===== src/rtl/seq_decoder_scan.sv =====
// ---------------------------------------------------------------------------
// seq_decoder_scan
//   Registered 1-of-2**SEL_W decoder with enable. Two modes:
//     DIRECT : y shows onehot(sel) one cycle after sel is presented.
//     SCAN   : y walks through every output, each held for DWELL cycles,
//              for display-digit / row-select multiplexing.
//
// Parameters
//   SEL_W      select width, output width N = 2**SEL_W (1..5)
//   DWELL      cycles each output stays active in SCAN (>= 1)
//   ACTIVE_LOW 1: active output is 0, inactive outputs are 1
//
// Ports
//   clk    in   rising-edge clock
//   rst    in   asynchronous active-high reset
//   en     in   enable; 0 forces all outputs inactive
//   mode   in   0 = DIRECT, 1 = SCAN
//   sel    in   DIRECT: index to decode; SCAN: start index when ld=1
//   ld     in   SCAN only: load sel into idx and restart the dwell count
//   y      out  registered one-hot enable lines
//   idx    out  index currently shown on y
//   valid  out  y carries an active output
//   wrap   out  one-cycle pulse when SCAN idx advances N-1 -> 0
// ---------------------------------------------------------------------------
module seq_decoder_scan #(
   parameter int unsigned SEL_W      = 2,
   parameter int unsigned DWELL      = 4,
   parameter bit          ACTIVE_LOW = 1'b0
) (
   input  logic                      clk,
   input  logic                      rst,
   input  logic                      en,
   input  logic                      mode,
   input  logic [SEL_W-1:0]          sel,
   input  logic                      ld,
   output logic [(1 << SEL_W)-1:0]   y,
   output logic [SEL_W-1:0]          idx,
   output logic                      valid,
   output logic                      wrap
);

   localparam int unsigned N    = 1 << SEL_W;
   localparam int unsigned DW_W = (DWELL > 1) ? $clog2(DWELL) : 1;

   localparam logic [N-1:0]     INACTIVE   = {N{ACTIVE_LOW}};
   localparam logic [DW_W-1:0]  DWELL_LAST = DW_W'(DWELL - 1);
   localparam logic [SEL_W-1:0] IDX_LAST   = SEL_W'(N - 1);

   // Elaboration-time parameter sanity
   if (SEL_W < 1 || SEL_W > 5) begin : g_bad_sel_w
      $error("seq_decoder_scan: SEL_W must be 1..5");
   end
   if (DWELL < 1) begin : g_bad_dwell
      $error("seq_decoder_scan: DWELL must be >= 1");
   end

   typedef enum logic [1:0] {
      IDLE   = 2'd0,
      DIRECT = 2'd1,
      SCAN   = 2'd2
   } state_t;

   state_t            state, state_n;
   logic [DW_W-1:0]   dwell, dwell_n;
   logic [SEL_W-1:0]  idx_n;
   logic [N-1:0]      y_n;
   logic              valid_n;
   logic              wrap_n;

   // One-hot decode with output polarity applied
   function automatic logic [N-1:0] decode(input logic [SEL_W-1:0] i);
      logic [N-1:0] oh;
      oh = N'(1) << i;
      return ACTIVE_LOW ? ~oh : oh;
   endfunction

   // State and output registers
   always_ff @(posedge clk or posedge rst) begin
      if (rst) begin
         state <= IDLE;
         dwell <= '0;
         idx   <= '0;
         y     <= INACTIVE;
         valid <= 1'b0;
         wrap  <= 1'b0;
      end else begin
         state <= state_n;
         dwell <= dwell_n;
         idx   <= idx_n;
         y     <= y_n;
         valid <= valid_n;
         wrap  <= wrap_n;
      end
   end

   // Next-state and next-output logic; priority: en, mode, ld, entry, dwell
   always_comb begin
      state_n = state;
      dwell_n = '0;
      idx_n   = idx;
      y_n     = INACTIVE;
      valid_n = 1'b0;
      wrap_n  = 1'b0;

      if (!en) begin
         // idx holds so a re-enabled scan resumes where it stopped
         state_n = IDLE;
      end else if (!mode) begin
         state_n = DIRECT;
         idx_n   = sel;
         y_n     = decode(sel);
         valid_n = 1'b1;
      end else begin
         state_n = SCAN;
         valid_n = 1'b1;
         if (ld) begin
            // load wins over a due advance in the same cycle
            idx_n = sel;
         end else if (state != SCAN) begin
            // entry cycle counts as dwell 0 of the current idx
            idx_n = idx;
         end else if (dwell == DWELL_LAST) begin
            idx_n  = idx + SEL_W'(1);
            wrap_n = (idx == IDX_LAST);
         end else begin
            dwell_n = dwell + DW_W'(1);
         end
         y_n = decode(idx_n);
      end
   end

endmodule


===== config.mk =====
export PLATFORM = sky130hd
export DESIGN_NAME = seq_decoder_scan
export DESIGN_NICKNAME = d
export VERILOG_FILES = /design/src/rtl/seq_decoder_scan.sv
export SDC_FILE = /design/constraint.sdc
export NUM_CORES = 1
export LEC_CHECK = 0
export CAP_MARGIN = 20
export CORE_MARGIN = 3
export CORE_UTILIZATION = 46
export CTS_CLUSTER_SIZE = 28
export DETAILED_ROUTE_END_ITERATION = 10
export GPL_ROUTABILITY_DRIVEN = 1
export PLACE_DENSITY = 0.79
export RECOVER_POWER = 100
export SYNTH_ARGS = -nofsm -noshare
export SYNTH_HDL_FRONTEND = slang
export SYNTH_SLANG_ARGS = --single-unit

===== constraint.sdc =====
create_clock -name clk -period 1.8 [get_ports clk]
set_input_delay 0.36 -clock clk [delete_from_list [all_inputs] [get_ports clk]]
set_output_delay 0.36 -clock clk [all_outputs]
set_load 0.05 [all_outputs]

; ---- After elaboration in Yosys (flattened, before gate mapping)
; Cells that the tools add are included.
[op_classes]
n_addsub = 2
n_mul = 0
div_mod_pow = 0
n_lt_le_gt_ge = 0
n_eq_ne = 3
n_shift = 2
mux = 21
bitwise_logic = 0
n_reduce_logical = 0
[op_table]
columns = op, n
row1 = $mux 2, 13
row2 = $mux 4, 2
row3 = $shl 1x2->4 const A, 2
row4 = $mux 1, 6
row5 = $add 2x1->2 const B, 2
row6 = $eq 2x2->1 const B, 2
row7 = $ne 2x2->1 const B, 1
[totals]
regBits = 12
latchBits = 0
mem_bits_rw = 0
rom_bits = 0
in_bits = 7
mem_count = 0

; ---- Depth between registers and ports, before layout
; Gate-level depths: netlist of run 1.
[depth]
depth_word = 9
mapped_depth = 5
mapped_depth_nobuf = 5

; ---- Least setup slack after synthesis of run 1
; No wires, ideal clock.
[synth_timing]
kind = register to register
from = register idx[0]
to = register idx[1]
setup_time_ns = 0.135
arrival_ns = 1.512
path_slack_ns = 0.153
stages_incl_launch_ff = 5
path_buffers = 0
path_cell_list = dfrtp_1 -> ha_1 -> or3_1 -> o21ai_1 -> a21oi_1
[synth_between]
elab_chain_len = 7
[synth_rtl]
columns = item, line_no
row1 = from (decl), 37  ; output logic [SEL_W-1:0] idx,
row2 = from (signal assigned), 89  ; idx <= idx_n;
row3 = $add 2x1->2, 123  ; idx_n = idx + SEL_W'(1);
row4 = $mux 2, 122  ; end else if (dwell == DWELL_LAST) begin
row5 = $mux 2, 119  ; end else if (state != SCAN) begin
row6 = $mux 2, 116  ; if (ld) begin
row7 = $mux 2, 108  ; end else if (!mode) begin
row8 = $mux 2, 105  ; if (!en) begin
row9 = $mux 2, 108
; No other way between the ends. The select of a mux whose other input is x is not followed.
; A chain may end at the register's enable or synchronous reset.

; ---- Worst setup path after layout of run 1
[layout_timing]
from = register y[1]
to = output y[1]
[layout_lines]
columns = item, line_no
row1 = from (decl), 36  ; output logic [(1 << SEL_W)-1:0] y,
row2 = from (signal assigned), 90  ; y <= y_n;
; No word-level cell between the ends.

==> flow_summary.yaml, run 1 <==
timing:
  fmaxAchievable_ghz: 0.578
  finalHoldViolCount: 0
  tns_ns: 0
  setup_viol: 0
  period_share_pct: 96.2
  rsz0062_at_grt: "no"
  max_slew_margin_pct: 58.7
  tightestPinTransition_ns: 0.622
  slew_viol_final: 0
  fin_crit_ns: 1.73
  finalClockSkew_ns: 0.00209
clocking:
  htree_levels: 1
  cts_setup_buffers: 0
  cts_tree: "done"
  cts_buffers: 3
  clk_pin_slew_ns: 0.06
  worstSkewPairLatency_ns: 0.26
  clock-root-buffer: "clkbuf_4"
  cts.sinks: 12
  hold_buffers: 0
  max-clock-path-buffers: 2
floorplanning:
  die_h_um: 42.2
  io_pins: 15
  start_util_pct: 51.6
  row_count: 12
  fp.dieArea_sq_um: 1780
  die_w_um: 42.2
  core_area_sq_um: 1170
drt:
  final_antenna_net_count: 0
  drc: 0
  first_pass_iters: 4
  routedWlPerCell_um: 12.8
  viasPerCell: 5.46
  vias: 459
  dr.first_iter.drc_count: 17
  routed_wirelength_mm: 1.07
synth:
  ys_seq_area_share_pct: 49.7
  ys_types: 29
  synth_seq_cells: 12
  synth_area_sq_um: 604
  syn_area_per_cell_sq_um: 11.6
  yosysWarningCount: 0
  synth_nets: 62
  synthCells: 52
run:
  cap_violations: 0
final_layout:
  diodes: 0
  syn_to_final_growth_pct: 19.9
  final_nets: 82
  final_core_util_pct: 61.9
  drive_gt1_share_pct: 11.4
  layout_commonest_cell: "dfrtp_1"
  layout_common_cells: "12 x dfrtp_1, 8 x clkbuf_1, 5 x clkdlybuf4s50_1"
  num-fill-cells: 103
grt:
  grt_max_degree: 13
  overflow: 0
  grt_pass1_vias: 463
  grt_pass1_wl_mm: 1.94
  antenna_found_initial: 0
  grt_usage_pct: 14.2
worst_setup_path:
  cp_max_fo: 1
  critPathRequiredTime_ns: 1.44
  path_delay_family: "buffers and inverters"
  regToRegSetupSlack_ns: 0.34
  crit_buf_inv: 1
  critPathSlowestCell: "clkdlybuf4s50_1"
  crit_arrival_ns: 1.37
  critical_path_class: "reg -> out"
  slowest_delay_ns: 0.79
  critPathCaptureType: "output port"
  worstSetupStartpointType: "flip-flop"
  crit_chain: "clkdlybuf4s50_1"
pwr:
  leakagePower_nw: 0.339
  vdd_ir_drop_max_uv: 406
  powerDensity_nw_per_um2: 791
worst_hold_path:
  min-delay-path-class: "reg -> reg"
status:
  outcome: "finished clean"
placement:
  place.gp.congestion: 0.795
  portBuffers: 14
  dp_hpwl_um: 832
cell families after synthesis:
kind of cell | count (synthesis) | share of synthesized area (%)
multiplexers | 2 | 4.14
AND/OR/NAND/NOR | 22 | 26.9
adder cells (fa/ha/maj) | 3 | 6.21
buffers and inverters | 3 | 1.86
XOR/XNOR | 1 | 2.69
AO/OA/AOI/OAI | 9 | 8.49
flip-flops | 12 | 49.7
final timing paths:
kind | start | end | cells after the start
worst max-delay path | y[1]$_DFF_PP0_ | y[1] | 1
worst min-delay path | dwell[0]$_DFF_PP0_ | dwell[0]$_DFF_PP0_ | 1
worst max register to register | dwell[0]$_DFF_PP0_ | y[2]$_DFF_PP0_ | 5
worst min register to register | dwell[0]$_DFF_PP0_ | dwell[0]$_DFF_PP0_ | 1
max in group asynchronous | rst | y[2]$_DFF_PP0_ | 2
min in group asynchronous | rst | valid$_DFF_PP0_ | 2
repair_timing:
action | in CTS | in global routing
endpoints found under the setup margin | 0 | 1
gates resized for setup | 0 | 1
hold endpoints to repair | 0 | 0
power by group:
part,total (W),switching [W],leakage (nW),internal (W)
Combinational,0.000127,0.0000835,0.169,0.0000433
Clock,0.000152,0.0000744,0.0138,0.0000772
Sequential,0.000295,0.0000115,0.156,0.000283
Total,0.000573,0.000169,0.339,0.000404
layout make-up:
class / instances / area, sq um / area share, %
Multi-Input combinational cell: 37 / 269 / 37.1
Clock buffer: 3 / 22.5 / 3.11
Sequential cell: 12 / 300 / 41.5
Inverter: 2 / 7.51 / 1.04
Timing Repair Buffer: 16 / 108 / 14.9
Tap cell: 14 / 17.5 / 2.42
registers in the layout, summed over array words and instances (netlist names):
name,cells
dwell,2
idx,2
state,2
valid,1
wrap,1
y,4
per-stage QoR:
step / power, W / setup WS (ns) / hold WS [ns] / instance area, sq um / cells
after detailed placement: 0.000441 / 0.132 / 0.479 / 758 / 81
final: 0.000573 / 0.0689 / 0.478 / 724 / 84
after floorplan: 0.000390 / 0.153 / 0.225 / 604 / 52
after global placement: 0.000439 / 0.194 / 0.471 / 758 / 81
after global routing: 0.000603 / 0.0145 / 0.507 / 724 / 84
after CTS: 0.000596 / 0.0107 / 0.409 / 781 / 84
Yosys cell counts:
cell      instances  area [sq um]
o22ai_1           1          6.26
a21oi_1           2          10.0
mux2_4            1          15.0
o21ai_1           3          15.0
nand2_2           1          6.26
nor3b_1           1          7.51
nand4b_1          1          8.76
inv_1             2          7.51
nor2b_1           1          6.26
ha_1              3          37.5
mux2i_1           1          10.0
nand2_1           3          11.3
nand2b_1          1          6.26
nor3_1            2          10.0
and2_1            2          12.5
clkbuf_1          1          3.75
xnor2_2           1          16.3
nor3_2            1          10.0
o21a_1            2          15.0
nand4_1           1          6.26
nor2_1            1          3.75
nor3b_2           2          25.0
and3_1            1          6.26
or3_1             1          6.26
nand3b_4          1          20.0
dfrtp_1          12           300
o21ai_0           1          5.00
nand3b_1          1          7.51
and2b_2           1          8.76
routing by layer:
metal  track usage, %  part of all wire, %  wire, um
met1             17.1                   42       456
met2             23.4                   49       522
met4             7.45                 0.75         8
met3             3.00                  7.9        85
met5                0                    0         0
No activity file was read; power rests on OpenSTA's default activity.
==> run 2, diff against run 1 <==
CORE_UTILIZATION = 41   (was 46)
PLACE_DENSITY = 0.75   (was 0.79)
clock period = 1.45 ns   (was 1.8 ns; I/O delays follow)
==> flow_summary.yaml, run 2 (same netlist as run 1, synthesis figures left out) <==
drt:
  viasPerCell: 5.34
  routed_wirelength_mm: 1.37
  final_antenna_net_count: 0
  vias: 497
  routedWlPerCell_um: 14.7
  dr.first_iter.drc_count: 5
  drc: 0
  first_pass_iters: 4
run:
  cap_violations: 0
timing:
  max_slew_margin_pct: 70.1
  fmaxAchievable_ghz: 0.710
  period_share_pct: 97.2
  holdWs_ns: 0.446
  tightestPinTransition_ns: 0.448
  tns_ns: 0
  setup_viol: 0
  slew_viol_final: 0
  fin_crit_ns: 1.41
  finalHoldViolCount: 0
  finalClockSkew_ns: 0.00590
grt:
  antenna_found_initial: 0
  grt_pass1_vias: 441
  grt_usage_pct: 16.3
  grt_max_degree: 13
  overflow: 0
  grt_pass1_wl_mm: 2.13
clocking:
  cts_buffers: 3
  clk_pin_slew_ns: 0.08
  max-clock-path-buffers: 2
  htree_levels: 1
  hold_buffers: 0
  clock-root-buffer: "clkbuf_4"
  worstSkewPairLatency_ns: 0.28
  cts_tree: "done"
  cts.sinks: 12
pwr:
  powerDensity_nw_per_um2: 949
  leakagePower_nw: 0.441
  vdd_ir_drop_max_uv: 589
worst_hold_path:
  min-delay-path-class: "in -> async"
worst_setup_path:
  reg2reg_depth: 5
  regToRegSetupSlack_ns: 0.04
  critPathCaptureType: "flip-flop"
  crit_arrival_ns: 1.62
  cp_max_fo: 4
  critPathRequiredTime_ns: 1.66
  worstSetupStartpointType: "flip-flop"
  critical_path_class: "reg -> reg"
placement:
  dp_hpwl_mm: 1.00
  place_inst: 86
  place_area_sq_um: 900
  place.gp.congestion: 0.829
  portBuffers: 14
final_layout:
  drive_gt1_share_pct: 44.9
  ff_latch_area_sq_um: 305
  final_nets: 89
  syn_to_final_growth_pct: 48.7
  num-fill-cells: 116
  final_area_sq_um: 898
  layout_common_cells: "8 x buf_4, 8 x dfrtp_1, 7 x clkbuf_2"
  multi_input_area_sq_um: 335
  largest_register: "y"
  fin_cells: 93
  diodes: 0
  largest_register_ffs: 4
floorplanning:
  die_h_um: 44.4
  io_pins: 15
  core_area_sq_um: 1330
  die_w_um: 44.4
  row_count: 13
  start_util_pct: 45.3
  fp.dieArea_sq_um: 1970
status:
  outcome: "finished clean"
-- run 2: changes by cell type in the layout (fill, tap and decap cells not counted), moves of 2 or more --
cell and delta:
ha_1 -3, clkbuf_2 +7, ha_4 +3, buf_12 +2
o21ai_1 +3, buf_4 +7, o21ai_0 -3, dfrtp_1 -4
clkbuf_1 -8, dfrtp_2 +4
-- run 2: worst max-delay path, cell delays in order (launching register included) --
cell	delay, ns
dfrtp_2	0.45
ha_4	0.18
nand3b_4	0.09
mux2_4	0.32
nor3_4	0.16
o21a_1	0.13
-- run 2: repair_timing --
| item | in CTS | in global routing |
|---|---|---|
| setup endpoints to repair | 0 | 4 |
| setup buffers | 0 | 3 |
| endpoints found under the hold margin | 0 | 0 |
| gates resized for setup | 0 | 8 |
-- run 2: cell type report --
cell class | count | area share [%]
Tap cell | 15 | 2.09
Inverter | 2 | 0.836
Sequential cell | 12 | 34.0
Multi-Input combinational cell | 37 | 37.3
Clock buffer | 4 | 4.04
Timing Repair Buffer | 23 | 21.7
-- run 2: worst paths after layout --
path / startpoint / end
setup / recovery: dwell[0]$_DFF_PP0_ / y[0]$_DFF_PP0_
hold / removal: rst / wrap$_DFF_PP0_
setup reg to reg: dwell[0]$_DFF_PP0_ / y[0]$_DFF_PP0_
hold reg to reg: dwell[0]$_DFF_PP0_ / dwell[0]$_DFF_PP0_
max in group asynchronous: rst / idx[1]$_DFFE_PP0P_
min in group clk: dwell[0]$_DFF_PP0_ / dwell[0]$_DFF_PP0_
-- run 2: routing by layer --
metal	global-route usage [%]	part of all wire, %	vias up
met5	0	0	-
met4	9.04	1.8	0
met3	7.72	5.3	2
met2	24.7	50	19
met1	18.8	42	243
li1	-	-	233
-- run 2: where the power goes --
| group | leakage, nW | internal (W) | switching (W) | total [W] |
|---|---|---|---|---|
| clock network | 0.0210 | 0.000153 | 0.000113 | 0.000266 |
| logic | 0.269 | 0.0000965 | 0.000119 | 0.000215 |
| registers | 0.151 | 0.000353 | 0.0000184 | 0.000371 |
-- run 2: metrics by stage --
stage	utilization [%]	setup slack (ns)	total power, W
after global placement	67.4	-0.0562	0.000606
after global routing	67.4	-0.00382	0.000893
final	67.4	0.0409	0.000852
after detailed placement	67.4	-0.0967	0.000611
after floorplan	-	0.00920	0.000492
after CTS	70.2	0.0209	0.000880
==> run 3, diff against run 2 <==
ABC_CLOCK_PERIOD_IN_PS = 1600   (was default)
CORE_UTILIZATION = 46   (was 41)
PLACE_DENSITY = 0.79   (was 0.75)
clock period = 1.6 ns   (was 1.45 ns; I/O delays follow)
==> flow_summary.yaml, run 3 (same netlist as run 1, synthesis figures left out) <==
pwr:
  vdd_ir_drop_max_uv: 541
  p_switching_w: 0.000219
  p_seq_share_pct: 44.5
  powerDensity_nw_per_um2: 947
  comb_power_share_pct: 22.6
  power_frac_clock_pct: 33.0
  fin_total_pwr_w: 0.000745
  leakagePower_nw: 0.390
  internal_power_w: 0.000526
  netSwitchingFraction_pct: 29.4
final_layout:
  ff_latch_area_sq_um: 302
  drive_gt1_share_pct: 19.4
  largest_register_ffs: 4
  num-fill-cells: 105
  final_area_sq_um: 787
  layout_commonest_cell: "dfrtp_1"
  syn_to_final_growth_pct: 30.2
  fin_cells: 86
  largest_register: "y"
  final_nets: 83
  diodes: 0
  layout_common_cells: "11 x dfrtp_1, 8 x clkbuf_1, 4 x clkdlybuf4s50_1"
  multi_input_area_sq_um: 287
drt:
  routed_wirelength_mm: 1.19
  drc: 0
  vias: 452
  final_antenna_net_count: 0
  viasPerCell: 5.26
  first_pass_iters: 4
  routedWlPerCell_um: 13.8
  dr.first_iter.drc_count: 7
worst_setup_path:
  worstSetupStartpointType: "flip-flop"
  critical_path_class: "reg -> reg"
  slowest_delay_ns: 0.46
  crit_chain: "ha_1 -> or3_1 -> o21ai_0 -> a21oi_1"
  regToRegSetupSlack_ns: 0.12
  crit_arrival_ns: 1.63
  critPathRequiredTime_ns: 1.75
  reg2reg_depth: 4
  r2r-end: "idx[1]$_DFFE_PP0P_"
  critPathCaptureType: "flip-flop"
  path_delay_family: "flip-flops"
  cp_max_fo: 5
  worstReg2RegStart: "idx[1]$_DFFE_PP0P_"
  critPathSlowestCell: "dfrtp_1"
  crit_buf_inv: 0
floorplanning:
  io_pins: 15
  row_count: 12
  start_util_pct: 51.6
  die_w_um: 42.2
  core_area_sq_um: 1170
  die_h_um: 42.2
  fp.dieArea_sq_um: 1780
placement:
  place.gp.congestion: 0.765
  dp_hpwl_um: 858
  portBuffers: 14
  place_inst: 82
  place_area_sq_um: 788
  place_ws_ns: -0.0549
grt:
  grt_usage_pct: 16.3
  grt_pass1_vias: 446
  grt_pass1_wl_mm: 2.10
  overflow: 0
  antenna_found_initial: 0
  grt_max_degree: 13
clocking:
  cts_setup_buffers: 0
  htree_levels: 1
  ctsResizeCount: 0
  cts_tree: "done"
  worstSkewPairLatency_ns: 0.28
  hold_buffers: 0
  cts_buffers: 3
  clock-root-buffer: "clkbuf_4"
  clk_pin_slew_ns: 0.08
  max-clock-path-buffers: 2
  cts.sinks: 12
run:
  cap_violations: 0
timing:
  setup_viol: 0
  fmaxAchievable_ghz: 0.674
  finalClockSkew_ns: 0.00353
  slew_viol_final: 0
  period_share_pct: 92.7
  finalHoldViolCount: 0
  fin_crit_ns: 1.48
  tightestPinTransition_ns: 0.593
  rsz0062_at_grt: "no"
  max_slew_margin_pct: 60.7
  finalWorstSetupSlack_ns: 0.117
worst_hold_path:
  min-delay-path-class: "in -> async"
status:
  outcome: "finished clean"
==> run 3: cell count changes in the layout (fill, tap and decap cells not counted), sizes merged <==
cell,before,now
buf,10,3
clkbuf,11,12
==> run 3: stage by stage <==
| step | TNS, ns | hold slack (ns) | utilization, % |
|---|---|---|---|
| after global routing | 0 | 0.509 | 67.2 |
| after floorplan | 0 | 0.185 | - |
| after CTS | 0 | 0.355 | 70.4 |
| after detailed placement | -0.106 | 0.476 | 67.3 |
| after global placement | 0 | 0.470 | 67.3 |
| final | 0 | 0.475 | 67.2 |
==> run 3: how the worst max path moves through the flow <==
stage	slack, ns	depth (start not counted)	from	endpoint
floorplan	0.10	4	idx[0]$_DFFE_PP0P_	idx[1]$_DFFE_PP0P_
global placement	0.04	5	mode	dwell[0]$_DFF_PP0_
detailed placement	-0.05	5	mode	dwell[0]$_DFF_PP0_
CTS	0.13	5	dwell[0]$_DFF_PP0_	y[0]$_DFF_PP0_
global route	0.06	5	mode	dwell[0]$_DFF_PP0_
finish	0.12	4	idx[1]$_DFFE_PP0P_	idx[1]$_DFFE_PP0P_
==> run 3: area by class of cell <==
type	count	area share, %
clock buffers	4	4.61
flip-flops and latches	12	38.3
inverters	2	0.954
multi-input cells	37	36.4
well taps	14	2.23
repair buffers	17	17.5
==> run 3: layer usage <==
layer	up-vias	GRT usage (%)	share of wire, %
li1	223	-	-
met1	204	18.1	42
met2	20	26.4	47
met3	5	6.01	7.6
met4	0	9.32	3.2
met5	-	0	0
==> run 3: power groups by stage <==
stage          Sequential [W]  Clock [W]  Combinational [W]
2_1_floorplan        0.000383          0          0.0000568
3_3_place_gp         0.000338          0           0.000179
3_5_place_dp         0.000338          0           0.000180
4_1_cts              0.000332   0.000250           0.000182
5_1_grt              0.000333   0.000271           0.000182
6_report             0.000332   0.000246           0.000168
==> run 3: worst reg2reg max path, cell delays in order (launching register included) <==
cell	delay [ns]
dfrtp_1	0.46
ha_1	0.34
or3_1	0.37
o21ai_0	0.09
a21oi_1	0.09
